==> src/rtl/div_sched.sv <==
// Round-robin request scheduler that sequences a shared fixed-latency divider
// and returns tagged results on one response channel; divide-by-zero bypasses the divider.
module div_sched #(
   parameter int NUM_REQ = 2,
   parameter int W       = 4,
   parameter int DIV_LAT = 4
) (
   input  logic                 clk,
   input  logic                 rst,
   input  logic [NUM_REQ-1:0]   req_valid,
   output logic [NUM_REQ-1:0]   req_ready,
   input  logic [NUM_REQ*W-1:0] req_dividend,
   input  logic [NUM_REQ*W-1:0] req_divisor,
   output logic                 rsp_valid,
   input  logic                 rsp_ready,
   output logic [1:0]           rsp_id,
   output logic [W-1:0]         rsp_quotient,
   output logic [W-1:0]         rsp_remainder,
   output logic                 rsp_dbz,
   output logic                 div_start,
   output logic [W-1:0]         div_dividend,
   output logic [W-1:0]         div_divisor,
   input  logic [W-1:0]         div_quotient,
   input  logic [W-1:0]         div_remainder,
   output logic                 busy
);

   localparam int unsigned NR = NUM_REQ;
   localparam int CW = (DIV_LAT > 1) ? $clog2(DIV_LAT) : 1;
   localparam logic [CW-1:0] CNT_INIT = CW'(DIV_LAT - 1);

   typedef enum logic [1:0] {S_IDLE, S_START, S_WAIT, S_DONE} state_t;

   state_t state, state_nx;
   logic [1:0]     ptr, gidx, idx;
   logic           found;
   logic [3:0]     vld4;
   logic [4*W-1:0] dvd4, dvs4;
   logic [W-1:0]   sel_dvd, sel_dvs;
   logic [CW-1:0]  cnt;

   // Requester vectors are zero-padded to four entries so a 2-bit index is always in range.
   always_comb begin
      vld4 = '0;
      vld4[NUM_REQ-1:0] = req_valid;
      dvd4 = '0;
      dvd4[NUM_REQ*W-1:0] = req_dividend;
      dvs4 = '0;
      dvs4[NUM_REQ*W-1:0] = req_divisor;
      found = 1'b0;
      gidx  = '0;
      idx   = '0;
      if (state == S_IDLE && !rst) begin
         for (int unsigned i = 1; i <= NR; i++) begin
            idx = 2'((32'(ptr) + i) % NR);
            if (!found && vld4[idx]) begin
               found = 1'b1;
               gidx  = idx;
            end
         end
      end
      sel_dvd = dvd4[gidx*W +: W];
      sel_dvs = dvs4[gidx*W +: W];
   end

   assign req_ready = NUM_REQ'(found) << gidx;

   always_comb begin
      state_nx = state;
      case (state)
         S_IDLE:  if (found) state_nx = (sel_dvs == '0) ? S_DONE : S_START;
         S_START: state_nx = S_WAIT;
         S_WAIT:  if (cnt == '0) state_nx = S_DONE;
         S_DONE:  if (rsp_ready) state_nx = S_IDLE;
         default: state_nx = S_IDLE;
      endcase
   end

   always_ff @(posedge clk) begin
      if (rst) state <= S_IDLE;
      else     state <= state_nx;
   end

   always_ff @(posedge clk) begin
      if (rst) begin
         rsp_valid     <= 1'b0;
         rsp_id        <= '0;
         rsp_quotient  <= '0;
         rsp_remainder <= '0;
         rsp_dbz       <= 1'b0;
         div_start     <= 1'b0;
         div_dividend  <= '0;
         div_divisor   <= '0;
         busy          <= 1'b0;
         ptr           <= 2'(NUM_REQ - 1);
         cnt           <= '0;
      end else begin
         div_start <= (state == S_IDLE) && found && (sel_dvs != '0);
         busy      <= (state_nx != S_IDLE);
         case (state)
            S_IDLE: begin
               if (found) begin
                  ptr          <= gidx;
                  rsp_id       <= gidx;
                  div_dividend <= sel_dvd;
                  div_divisor  <= sel_dvs;
                  if (sel_dvs == '0) begin
                     rsp_quotient  <= '1;
                     rsp_remainder <= sel_dvd;
                     rsp_dbz       <= 1'b1;
                     rsp_valid     <= 1'b1;
                  end
               end
            end
            S_START: cnt <= CNT_INIT;
            S_WAIT: begin
               if (cnt == '0) begin
                  rsp_quotient  <= div_quotient;
                  rsp_remainder <= div_remainder;
                  rsp_dbz       <= 1'b0;
                  rsp_valid     <= 1'b1;
               end else begin
                  cnt <= cnt - 1'b1;
               end
            end
            S_DONE: if (rsp_ready) rsp_valid <= 1'b0;
            default: ;
         endcase
      end
   end

endmodule
==> config.mk <==
export PLATFORM = sky130hd
export DESIGN_NAME = div_sched
export DESIGN_NICKNAME = d
export VERILOG_FILES = /design/src/rtl/div_sched.sv
export SDC_FILE = /design/constraint.sdc
export NUM_CORES = 1
export LEC_CHECK = 0
export ABC_CLOCK_PERIOD_IN_PS = 1600
export CORE_ASPECT_RATIO = 1.5
export CORE_MARGIN = 2
export CORE_UTILIZATION = 37
export CTS_CLUSTER_SIZE = 8
export DETAILED_ROUTE_END_ITERATION = 10
export PLACE_DENSITY = 0.74
export REMOVE_ABC_BUFFERS = 1
export SLEW_MARGIN = 20
export SYNTH_ARGS = -nofsm -noshare
export SYNTH_HDL_FRONTEND = slang
export SYNTH_SLANG_ARGS = --single-unit
==> constraint.sdc <==
create_clock -name clk -period 1.6 [get_ports clk]
set_input_delay 0.32 -clock clk [delete_from_list [all_inputs] [get_ports clk]]
set_output_delay 0.32 -clock clk [all_outputs]
set_load 0.02 [all_outputs]
==> impl_metrics.env, run 1 <==
export IMPL_status="finished, final reports clean"
export IMPL_clk_path_buf_depth=2
export IMPL_ys_seq_area_frac=0.4206
export IMPL_synth_area_mm2=0.001237
export IMPL_cp_num_buf_inv=1
export IMPL_cp_max_fo=2
export IMPL_routabilityCongestion=0.8452
export IMPL_p_per_area_mw_per_mm2=1076
export IMPL_synth_compound_area_share=0.2366
export IMPL_cts_hold_buf=0
export IMPL_synthToLayoutAreaGrowth_pct=67.85
export IMPL_path_cells="clkdlybuf4s50_1"
export IMPL_io_pins=53
export IMPL_final_cells=252
export IMPL_dp_hpwl_mm=2.778
export IMPL_insertion_delay_ns=0.28
export IMPL_cts_htree_levels=1
export IMPL_drt_iter0_drc=42
export IMPL_synth_area_mux_share=0.1052
export IMPL_yosys_area_share_xor_xnor=0
export IMPL_worst_path_dominant_cell_family="buffers and inverters"
export IMPL_die_w_um=51.22
export IMPL_grt_setup_unrepaired="yes"
export IMPL_numPortBuffers=51
export IMPL_grt_usage=0.2139
export IMPL_criticalPathCategory="reg -> out"
export IMPL_dp_cells=243
export IMPL_grt_first_pass_wirelength_mm=6.106
export IMPL_skew_ns=0.005872
export IMPL_rows=25
export IMPL_fp_dieH_um=74.83
export IMPL_yosys_warnings=0
export IMPL_initial_core_util=0.3878
export IMPL_dieArea_mm2=0.003833
export IMPL_finalCritPeriodShare=0.9792
export IMPL_drive_above_1_share=0.2547
export IMPL_drtPass1Iterations=4
export IMPL_worst_path_max_delay_cell="clkdlybuf4s50_1"
export IMPL_synth_top_family_by_area="compound AO/OA/AOI/OAI gates"
export IMPL_p_total_mw=2.236
export IMPL_setup_viol=0
export IMPL_slowest_delay_ns=0.62
export IMPL_min_period_ns=1.567
export IMPL_end_kind="output pin"
export IMPL_synth_cells=143
export IMPL_via_per_inst=5.313
export IMPL_diodes=0
export IMPL_overflow=0
export IMPL_drt_antenna_violating_nets=0
export IMPL_report_final_hold_viol_count=0
export IMPL_layout_common_cells="clkdlybuf4s50_1 (38), dfxtp_1 (24), buf_4 (19)"
export IMPL_drc_errors=0
export IMPL_layout_commonest_cell="clkdlybuf4s50_1"
export IMPL_syn_area_per_cell_um2=8.653
export IMPL_cts_tree="done"
export IMPL_cts_sinks=26
export IMPL_ys_ff_latch=26
export IMPL_start_kind="flip-flop"
export IMPL_r2r_slack_ns=0.04
export IMPL_cts_root_buf="clkbuf_8"
export IMPL_antenna_found_initial=0
export IMPL_cts_buffers=3
export IMPL_cp_data_arrival_time_ns=1.25
export IMPL_crit_required_ns=1.28
export IMPL_wl_mm=3.896
export IMPL_synthAdderAreaFrac=0.01011
export IMPL_drv_cap=0
export IMPL_fmax_ghz=0.6383
export IMPL_grt_max_degree=21
export IMPL_wire_per_inst_um=15.46
export IMPL_p_leak_nw=0.9428
export IMPL_vdd_drop_max_mv=0.6547
export IMPL_core_area_mm2=0.003191
export IMPL_hold_path_class="in -> reg"
export IMPL_grt_pass1_vias=1372
export IMPL_synth_simple_area_share=0.1507
export IMPL_maxSlewViolCount=0
export IMPL_final_nets=243
export IMPL_num_vias=1339
export IMPL_cts_clk_slew_worst_paths_ns=0.09
export IMPL_ys_types=32
export IMPL_holdWs_ns=0.3805
stage by stage:
stage                     setup slack [ns]  instance area [µm²]   TNS, ns  utilization
after CTS                         0.002656                 2033         0       0.6373
after global routing              -0.01784                 2077  -0.03317       0.6510
final                              0.03329                 2077         0       0.6510
after floorplan                    -0.3155                 1169    -3.065            -
after detailed placement           -0.5335                 1892    -8.917       0.5929
after global placement             -0.4772                 1892    -7.929       0.5929
where the power goes:
part,internal [mW],switching (mW)
clock,0.221,0.218
combinational,0.481,0.476
sequential,0.769,0.0716
total,1.47,0.765
cell families after synthesis:
group | count (synthesis)
compound gates | 46
simple gates | 39
flops | 26
buf+inv | 17
mux | 13
fa+ha+maj | 1
other cells | 1
metal layers:
layer,vias up,track usage,wire [µm]
met5,-,0,0
met4,0,0.1228,182
met3,20,0.04762,237
met2,61,0.3882,2076
met1,614,0.2258,1400
li1,644,-,-
final timing paths:
kind	startpoint	to	depth (start not counted)
worst max-delay path	rsp_remainder[3]$_SDFFE_PP0P_	rsp_remainder[3]	1
worst min-delay path	rst	state[1]$_SDFF_PP0_	3
worst max register to register	state[1]$_SDFF_PP0_	rsp_remainder[0]$_SDFFE_PP0P_	6
worst min register to register	rsp_valid$_SDFFE_PP0P_	rsp_valid$_SDFFE_PP0P_	2
state kept, by name (all words and copies together), names as in the netlist:
signal	cells
div_dividend	4
div_divisor	4
rsp_quotient	4
rsp_remainder	4
cnt	2
state	2
busy	1
div_start	1
ptr	1
rsp_dbz	1
rsp_id	1
rsp_valid	1
what timing repair did:
item,4_1_cts,5_1_grt
cloned,1,0
endpoints found under the setup margin,19,17
setup buffers,2,2
resized for setup,38,13
pin swaps,7,7
synth_stat cells, drive strengths merged:
cell type,n,area [µm²]
nand2,12,45.04
nor3,3,20.02
a311o,1,10.01
a21boi,1,7.510
inv,6,22.52
o211ai,1,7.510
o21ai,22,113.9
a21bo,1,10.01
mux2i,13,130.1
a21oi,9,45.04
a31oi,1,6.260
nand3,11,55.05
buf,6,50.04
nand2b,1,6.260
conb,1,3.750
nor2,8,32.54
dfxtp,26,520.5
a31o,8,70.07
ha,1,12.51
or4,2,15.01
or3,1,6.260
o221a,2,22.52
clkbuf,5,18.77
nor2b,1,6.260
tightest hold or removal path: stages:
cell	delay, ns
clkbuf_2	0.13
buf_6	0.13
a21oi_1	0.05
area by class of cell:
class,instances,area [µm²]
Sequential cell,26,523.0
Inverter,6,22.52
Timing Repair Buffer,76,733.2
Tap cell,40,50.05
Multi-Input combinational cell,100,693.2
Clock buffer,4,55.05
Fill cell,278,1114
(Power assumes the default switching activity.)
==> run 2: changes to the inputs <==
Settings changed: CAP_MARGIN set to 0, TNS_END_PERCENT set to 100.
==> results of run 2 <==
No change in the layout: final DEF, timing and power equal those of run 1.
==> run 3: changes to the inputs <==
Settings changed: SKIP_LAST_GASP set to 1.
==> impl_metrics.env, run 3 (synthesis results as in run 1) <==
export IMPL_clock_power_share=0.197
export IMPL_crit_required_ns=1.78
export IMPL_dp_hpwl_mm=2.778
export IMPL_seqPwrFrac=0.376
export IMPL_p_leak_nw=0.9422
export IMPL_p_sw_frac=0.3423
export IMPL_grt_max_degree=21
export IMPL_crit_cells=6
export IMPL_cp_max_fo=8
export IMPL_routabilityCongestion=0.8452
export IMPL_fp_dieH_um=74.83
export IMPL_dieArea_mm2=0.003833
export IMPL_tns_ns=0
export IMPL_criticalPathCategory="reg -> reg"
export IMPL_grt_usage=0.2139
export IMPL_via_per_inst=5.310
export IMPL_worst_path_dominant_cell_family="simple AND/OR/NAND/NOR gates"
export IMPL_status="finished, final reports clean"
export IMPL_fmax_ghz=0.6373
export IMPL_p_int_mw=1.467
export IMPL_io_pins=53
export IMPL_final_nets=243
export IMPL_skew_ns=0.006014
export IMPL_wl_mm=3.887
export IMPL_drc_errors=0
export IMPL_antenna_found_initial=0
export IMPL_drive_above_1_share=0.2500
export IMPL_p_total_mw=2.231
export IMPL_cts_sinks=26
export IMPL_drtPass1Iterations=4
export IMPL_power_frac_comb=0.427
export IMPL_overflow=0
export IMPL_report_final_hold_viol_count=0
export IMPL_cts_tree="done"
export IMPL_fillers=279
export IMPL_cts_buffers=3
export IMPL_grt_pass1_vias=1372
export IMPL_fin_util=0.6514
export IMPL_rr_worst_depth=6
export IMPL_drt_iter0_drc=43
export IMPL_cp_num_buf_inv=2
export IMPL_clk_path_buf_depth=2
export IMPL_grt_first_pass_wirelength_mm=6.106
export IMPL_min_path_cells=3
export IMPL_cts_clk_slew_worst_paths_ns=0.09
export IMPL_maxSlewViolCount=0
export IMPL_core_area_mm2=0.003191
export IMPL_insertion_delay_ns=0.28
export IMPL_synthToLayoutAreaGrowth_pct=67.95
export IMPL_cts_htree_levels=1
export IMPL_wire_per_inst_um=15.42
export IMPL_drv_cap=0
export IMPL_slowest_delay_ns=0.39
export IMPL_p_per_area_mw_per_mm2=1074
export IMPL_initial_core_util=0.3878
export IMPL_cts_root_buf="clkbuf_8"
export IMPL_setup_viol=0
export IMPL_num_vias=1338
export IMPL_end_kind="flip-flop"
export IMPL_drt_antenna_violating_nets=0
export IMPL_layout_commonest_cell="clkdlybuf4s50_1"
export IMPL_worst_path_max_delay_cell="or3_4"
export IMPL_diodes=0
export IMPL_seq_area_um2=523.0
export IMPL_path_cells="buf_4, or3_4, o21ai_4, a31oi_4, buf_6, mux2i_1"
export IMPL_hold_path_class="in -> reg"
export IMPL_min_period_ns=1.569
export IMPL_numPortBuffers=51
export IMPL_cp_data_arrival_time_ns=1.75
export IMPL_grt_setup_unrepaired="yes"
export IMPL_die_w_um=51.22
export IMPL_finalCritPeriodShare=0.9807
export IMPL_rows=25
export IMPL_layout_common_cells="clkdlybuf4s50_1 (38), dfxtp_1 (24), buf_4 (20)"
export IMPL_vdd_drop_max_mv=0.6549
export IMPL_power_switching_uw=763.8
export IMPL_multiInputGateArea_um2=693.2
export IMPL_start_kind="flip-flop"
run 3: cell count changes in the layout (fill, tap and decap cells not counted), sizes merged:
cell           before  now
clkbuf              5    4
clkdlybuf4s15       0    1
run 3: worst paths after layout:
path / start / to / slack, ns
worst max-delay path: state[0]$_SDFF_PP0_ / rsp_remainder[0]$_SDFFE_PP0P_ / 0.03
worst min-delay path: req_divisor[2] / div_divisor[2]$_SDFFE_PP0P_ / 0.39
worst max register to register: state[0]$_SDFF_PP0_ / rsp_remainder[0]$_SDFFE_PP0P_ / 0.03
worst min register to register: rsp_valid$_SDFFE_PP0P_ / rsp_valid$_SDFFE_PP0P_ / 0.45
run 3: timing repair:
| item | 4_1_cts | 5_1_grt |
|---|---|---|
| cloned | 1 | 0 |
| setup endpoints to repair | 19 | 17 |
| pin swaps | 7 | 7 |
| hold buffers | 0 | 0 |
| buffers inserted | 2 | 2 |
| resized for setup | 38 | 11 |
run 3: final cells by class:
cell class	instances	share of cell area
repair buffers	76	0.3534
multi-input cells	100	0.3335
flip-flops and latches	26	0.2517
clock buffers	4	0.02649
well taps	40	0.02408
inverters	6	0.01084
run 3: metal layers:
layer,vias up,track usage,wire [µm]
li1,644,-,-
met1,613,0.2258,1391
met2,61,0.3882,2076
met3,20,0.04762,237
met4,0,0.1228,182
met5,-,0,0
run 3: worst reg2reg max path, stage by stage, from the launching register on:
cell and delay, ns:
dfxtp_2 0.35, buf_4 0.16, or3_4 0.40, o21ai_4 0.18, a31oi_4 0.11, buf_6 0.16
mux2i_1 0.11
run 3: per-stage QoR:
step           instance area, µm²  instances  hold slack [ns]  setup WS (ns)
6_report                     2078        252           0.3944        0.03090
5_1_grt                      2078        252           0.4450       -0.03235
4_1_cts                      2033        250           0.4480       0.002656
3_5_place_dp                 1892        243           0.4346        -0.5335
3_3_place_gp                 1892        243           0.4313        -0.4772
2_1_floorplan                1169        132           0.3891        -0.3155
run 3: power by group through the flow:
| stage | logic (mW) | clock network [mW] | registers, mW |
|---|---|---|---|
| floorplan | 0.311 | 0 | 0.960 |
| global placement | 0.837 | 0 | 0.842 |
| detailed placement | 0.860 | 0 | 0.845 |
| CTS | 0.922 | 0.441 | 0.833 |
| global route | 1.02 | 0.470 | 0.856 |
| finish | 0.953 | 0.439 | 0.839 |
